--- config.mk ---
export PLATFORM = sky130hd
export DESIGN_NAME = path_node_capture
export DESIGN_NICKNAME = d
export VERILOG_FILES = /design/src/rtl/path_capture_pkg.sv /design/src/rtl/path_fifo.sv /design/src/rtl/path_node_capture.sv
export SDC_FILE = /design/constraint.sdc
export NUM_CORES = 1
export LEC_CHECK = 0
export ABC_AREA = 1
export CORE_AREA = 4 4 142 144
export CTS_CLUSTER_DIAMETER = 50
export DETAILED_ROUTE_END_ITERATION = 10
export DIE_AREA = 0 0 146 148
export PLACE_DENSITY = 0.65
export SETUP_SLACK_MARGIN = 0.3
export SLEW_MARGIN = 20
export SYNTH_ARGS = -nofsm -noshare
export SYNTH_HDL_FRONTEND = slang
export SYNTH_SLANG_ARGS = --single-unit
--- constraint.sdc ---
create_clock -name clk -period 3.1 [get_ports clk]
set_input_delay 0.93 -clock clk [delete_from_list [all_inputs] [get_ports clk]]
set_output_delay 0.93 -clock clk [all_outputs]
set_load 0.01 [all_outputs]
--- src/rtl/path_capture_pkg.sv ---
// Shared constants and types for the path node capture block.
// Holds bus addresses, node width, FSM encoding and err bit indices.
package path_capture_pkg;

    localparam logic [31:0] NODE_ADDR_C = 32'h0200_0003;
    localparam logic [31:0] DONE_ADDR_C = 32'h0200_0004;
    localparam int          NODE_W_C    = 5;

    typedef enum logic [1:0] {
        IDLE     = 2'd0,
        COLLECT  = 2'd1,
        DRAIN    = 2'd2,
        COMPLETE = 2'd3
    } pathState_t;

    localparam int ERR_OVF   = 0;
    localparam int ERR_RANGE = 1;
    localparam int ERR_LATE  = 2;

endpackage

--- src/rtl/path_fifo.sv ---
// Sync FIFO with first-word-fall-through head, count and flush.
// Ports: clk, reset (async low), flush, push/pushData, pop,
//        headData (0 when empty), empty, full, count.
module path_fifo #(
    parameter int W     = 5,
    parameter int DEPTH = 32
) (
    input  logic                     clk,
    input  logic                     reset,
    input  logic                     flush,
    input  logic                     push,
    input  logic [W-1:0]             pushData,
    input  logic                     pop,
    output logic [W-1:0]             headData,
    output logic                     empty,
    output logic                     full,
    output logic [$clog2(DEPTH):0]   count
);

    localparam int AW = $clog2(DEPTH);

    logic [W-1:0]  mem [DEPTH];
    logic [AW-1:0] wrPtr;
    logic [AW-1:0] rdPtr;
    logic          pushOk;
    logic          popOk;

    assign empty  = (count == '0);
    assign full   = (count == (AW+1)'(DEPTH));
    assign popOk  = pop && !flush && !empty;
    // A full FIFO still takes a push when the head leaves in the same cycle.
    assign pushOk = push && !flush && (!full || popOk);

    // Head reads zero when empty so the output never shows stale data.
    assign headData = empty ? '0 : mem[rdPtr];

    always_ff @(posedge clk) begin
        if (pushOk) begin
            mem[wrPtr] <= pushData;
        end
    end

    always_ff @(posedge clk or negedge reset) begin
        if (!reset) begin
            wrPtr <= '0;
            rdPtr <= '0;
            count <= '0;
        end else if (flush) begin
            wrPtr <= '0;
            rdPtr <= '0;
            count <= '0;
        end else begin
            if (pushOk) wrPtr <= wrPtr + 1'b1;
            if (popOk)  rdPtr <= rdPtr + 1'b1;
            count <= count + {{AW{1'b0}}, pushOk}
                           - {{AW{1'b0}}, popOk};
        end
    end

endmodule

--- src/rtl/path_node_capture.sv ---
// Snoops CPU stores for node-point and path-complete writes and
// buffers nodes for the navigation unit over valid/ready.
// Ports: clk, reset (async low), MemWrite/DataAdr/WriteData (bus),
//        clear (sync flush), node_valid/node_data/node_ready/node_last,
//        path_done, count, err = {late, range, overflow} (sticky).
module path_node_capture
    import path_capture_pkg::*;
#(
    parameter int          NODE_W    = NODE_W_C,
    parameter int          DEPTH     = 32,
    parameter logic [31:0] NODE_ADDR = NODE_ADDR_C,
    parameter logic [31:0] DONE_ADDR = DONE_ADDR_C
) (
    input  logic                       clk,
    input  logic                       reset,
    input  logic                       MemWrite,
    input  logic [31:0]                DataAdr,
    input  logic [31:0]                WriteData,
    input  logic                       clear,
    output logic                       node_valid,
    output logic [NODE_W-1:0]          node_data,
    input  logic                       node_ready,
    output logic                       node_last,
    output logic                       path_done,
    output logic [$clog2(DEPTH):0]     count,
    output logic [2:0]                 err
);

    localparam int CW = $clog2(DEPTH) + 1;

    pathState_t state;
    logic       nodeHit;
    logic       doneHit;
    logic       inRange;
    logic       openState;
    logic       lateState;
    logic       pushReq;
    logic       popReq;
    logic       fifoEmpty;
    logic       fifoFull;
    logic       ovf;
    logic       heldAfter;

    assign nodeHit   = MemWrite && (DataAdr == NODE_ADDR);
    assign doneHit   = MemWrite && (DataAdr == DONE_ADDR)
                    && (WriteData == 32'd1);
    assign inRange   = (WriteData[31:NODE_W] == '0);
    assign openState = (state == IDLE) || (state == COLLECT);
    assign lateState = (state == DRAIN) || (state == COMPLETE);

    assign pushReq = nodeHit && inRange && openState && !clear;
    assign popReq  = node_valid && node_ready && !clear;
    assign ovf     = pushReq && fifoFull && !popReq;

    // Entries left after this edge on a done write (no push can coincide).
    assign heldAfter = (count != '0)
                    && !(popReq && (count == CW'(1)));

    assign node_valid = !fifoEmpty;
    assign node_last  = node_valid && (state == DRAIN)
                     && (count == CW'(1));
    assign path_done  = (state == COMPLETE);

    path_fifo #(
        .W     (NODE_W),
        .DEPTH (DEPTH)
    ) u_fifo (
        .clk      (clk),
        .reset    (reset),
        .flush    (clear),
        .push     (pushReq),
        .pushData (WriteData[NODE_W-1:0]),
        .pop      (popReq),
        .headData (node_data),
        .empty    (fifoEmpty),
        .full     (fifoFull),
        .count    (count)
    );

    always_ff @(posedge clk or negedge reset) begin
        if (!reset) begin
            state <= IDLE;
            err   <= '0;
        end else if (clear) begin
            state <= IDLE;
            err   <= '0;
        end else begin
            if (nodeHit && !inRange) err[ERR_RANGE] <= 1'b1;
            if (nodeHit && lateState) err[ERR_LATE] <= 1'b1;
            if (ovf) err[ERR_OVF] <= 1'b1;
            unique case (state)
                IDLE: begin
                    if (doneHit)      state <= COMPLETE;
                    else if (pushReq) state <= COLLECT;
                end
                COLLECT: begin
                    if (doneHit)
                        state <= heldAfter ? DRAIN : COMPLETE;
                end
                DRAIN: begin
                    if (popReq && (count == CW'(1)))
                        state <= COMPLETE;
                end
                COMPLETE: state <= COMPLETE;
                default:  state <= IDLE;
            endcase
        end
    end

endmodule

==> summary.txt, run 1 <==
Setup path
  – Cell family with most CP delay: buffers and inverters
  – Cell mode on critical path: nand2_1
  – CP endpoint kind: output pin
  – Worst path bufs/invs: 4
  – CP arrival: 2.19 ns
  – Startpoint types: register
  – Worst Reg-to-Reg Cells: 15
  – CP required: 2.17 ns
  – Worst setup startpoint: u_fifo.rdPtr[0]
  – Reg2reg start: u_fifo.count[4]
  – Internal reg-to-reg setup slack: 0.58 ns
  – Worst-path cell chain: buf_4 -> buf_6 -> bufbuf_16 -> nand2_1 -> nand2_1 -> a21oi_1 -> o21ai_1 -> nand2_1 -> nand3_1 -> nand2_1 -> nor2_2 -> buf_2
  – Crit-path max cell delay: 0.42 ns
  – Worst path depth: 12
  – Crit Path Class: register to output pin
  – Slowest CP cell: dfrtp_2
  – CP max FO: 7
  – R2r endpoint: u_fifo.count[4]

Floorplan
  – Die area: 21600 um2
  – Core area: 18700 um2
  – Cell Rows: 50
  – I/O pins: 86
  – Starting Density: 44.7%
  – Die X-Extent: 146 um
  – DIE HEIGHT: 148 um

Yosys
  – Synth area leader: edfxtp_1
  – Yosys Warn Count: 0
  – Post-synth top area share: 57.5%
  – Post-Syn Area: 8360 um2
  – Synth area leaders: edfxtp_1, nor2_1, dfrtp_1
  – Yosys reg bits: 181
  – Library cells used by synthesis: 39
  – Avg Inst Size Synth: 10.5 um2
  – Synthesized Nets: 883
  – Post-synthesis sequential area ratio: 63.8%
  – Cell count after synthesis: 799

Hold path
  – Hold Crit Start: err[0]
  – Worst hold endpoint: err[0]
  – Min-Delay Path Depth: 1
  – Hold WC Path Type: register to register

Layout
  – Layout cells sized above 1: 22.4%
  – Commonest non-fill, non-tap cell in the layout: nor2_1
  – Synth-to-Final Area Change: 38.4%
  – Fin area: 11600 um2
  – Post-layout util: 61.8%
  – Diodes inserted: 0
  – Commonest non-fill, non-tap cells in the layout: nor2_1, edfxtp_1, nand2_1, buf_4, dlymetal6s2s_1
  – Final nets: 1081
  – # fillers: 1466

Status
  – Failing checks: negative setup slack
  – Status: finished, violations left

STA
  – Final worst path period share: 101%
  – Setup TNS: -0.0164 ns
  – Worst Hold Slack: 0.505 ns
  – Worst slew pin tran: 0.437 ns
  – Final hold vios: 0
  – Clock skew: 0.0127 ns
  – Max Freq: 0.321 GHz
  – Slew HR: 70.9%
  – Final Max Slew Viols: 0
  – RSZ-0062 raised after global routing: true
  – Post-route minimum period: 3.12 ns
  – Setup violators final: 1
  – Final WS setup: -0.0164 ns

Power
  – Total power: 7.30 mW
  – P_leak: 4.87 nW
  – Peak VDD IR: 0.000541 V
  – PwrDens: 631 nW/um2

Detailed routing
  – Met3 Wirelength: 1590 um
  – Routed WL: 23200 um
  – Vias: 6674
  – First-pass iteration count of the detailed router: 5
  – WL met2: 11700 um
  – Top Metal Used: met4
  – Post-route antenna net violation count: 0
  – Post-route DRC violation count: 0
  – DR WL/cell: 18.7 um
  – Vias/cell: 5.36
  – M1 WL: 9550 um
  – DR iter-0 viols: 597

Clock network
  – CTS tree: built
  – Skew-Pair Late Insertion Delay: 0.43 ns
  – CTS Sinks: 181
  – CTS Buf Count: 17
  – Depth of the CTS H-tree: 4
  – Clk slew on worst S/H paths: 0.06 ns
  – Max Root-Sink Buffers: 2
  – Hold buffers post-CTS: 0
  – Root Driver: clkbuf_16

Placement
  – Detailed Place HPWL: 15100 um
  – Gpl congestion: 0.831
  – Port Buffers: 85
  – DP Area: 10100 um2

Global routing
  – Initial antenna violation count: 0
  – Number of global-route vias before repair: 6440
  – Largest net degree at the start of global routing: 33
  – Global-route wire length before repair: 34600 um
  – GRT Total Usage: 20.8%
  – Remaining Overflow, GRT: 0

Run
  – Maxcap violations: 0
-- synth_stat cells --
master / number
o211ai_1: 19
nor2_1: 187
nand3_4: 2
xnor2_1: 1
inv_2: 5
nand3b_1: 2
nand2_2: 2
nor2_2: 7
buf_2: 11
nand3_1: 32
o21ai_0: 79
o21a_1: 1
and3_1: 1
nor2_4: 1
nor4_1: 3
nor3_1: 5
nor3b_1: 2
xor2_1: 3
inv_6: 1
o21ai_1: 5
nand4_4: 2
nand2_4: 3
buf_6: 1
a21oi_1: 20
nand2_1: 106
nand4_1: 6
and2_0: 1
clkbuf_1: 17
inv_1: 42
o22ai_1: 16
dfrtp_1: 21
clkinv_1: 2
buf_4: 4
buf_1: 2
ha_1: 14
o221ai_1: 11
fa_1: 1
edfxtp_1: 160
o21bai_1: 1
-- flip-flops by register name, indices dropped and copies added, names as in the netlist --
register      count
u_fifo.mem      160
u_fifo.count      6
u_fifo.rdPtr      5
u_fifo.wrPtr      5
err               3
state             2
-- final cells by class --
cell class / instances / area (um2) / share of cell area [%]
sequential: 181 / 5330 / 46.1
multi-input combinational: 534 / 2830 / 24.5
timing repair buffer: 213 / 2270 / 19.7
clock buffer: 17 / 425 / 3.68
tap: 234 / 293 / 2.53
inverter: 50 / 221 / 1.91
clock inverter: 15 / 193 / 1.67
-- timing repair --
action,4_1_cts,5_1_grt
buffers inserted,10,17
cloned,6,3
endpoints found under the setup margin,8,35
gates resized for setup,66,110
pin swaps,22,81
-- logic make-up (layout without fill, tap and decap cells) --
family / count (synthesis) / count (layout) / synth area share [%]
AND/OR/NAND/NOR: 362 / 363 / 18.7
flip-flops: 181 / 181 / 63.8
AO/OA/AOI/OAI: 152 / 152 / 10.5
buffers and inverters: 85 / 295 / 4.31
adder cells (fa/ha/maj): 15 / 15 / 2.34
XOR/XNOR: 4 / 4 / 0.419
-- worst register-to-register path: cells and delay by family (launching register included) --
family / cells / cell delay (ns)
AND/OR/NAND/NOR: 4 / 0.50
flip-flops: 1 / 0.39
AO/OA/AOI/OAI: 2 / 0.12
adder cells (fa/ha/maj): 4 / 0.96
buffers and inverters: 5 / 0.42
-- stage by stage --
stage	setup WS, ns	cells
after global placement	-0.130	1176
after floorplan	0.323	799
after CTS	-0.0176	1224
after global routing	-0.153	1244
after detailed placement	-0.143	1176
final	-0.0164	1244
-- power by group --
group          switching, mW  internal, mW  leakage (nW)
logic                   1.19          1.12          2.86
clock network          0.950          1.29         0.296
registers             0.0512          2.70          1.72
-- metal layers --
layer | track usage [%] | vias up
met3 | 3.99 | 31
met2 | 35.6 | 242
li1 | - | 3200
met5 | 0 | -
met1 | 27.3 | 3201
met4 | 5.55 | 0
-- how the worst max path moves through the flow --
stage	endpoint
3_3_place_gp	u_fifo.count[4]
6_report	node_data[4]
2_1_floorplan	u_fifo.count[4]
5_1_grt	node_data[1]
4_1_cts	node_data[3]
3_5_place_dp	u_fifo.count[4]
(Power assumes the default switching activity.)
==> run 2: changes to the inputs <==
--- a/config.mk
+++ b/config.mk
@@ -12,7 +12,7 @@
 export DIE_AREA = 0 0 146 148
 export PLACE_DENSITY = 0.65
 export SETUP_SLACK_MARGIN = 0.3
-export SLEW_MARGIN = 20
+export SLEW_MARGIN = 5
 export SYNTH_ARGS = -nofsm -noshare
 export SYNTH_HDL_FRONTEND = slang
 export SYNTH_SLANG_ARGS = --single-unit
==> results of run 2 <==
No change in the layout: final DEF, timing and power equal those of run 1.
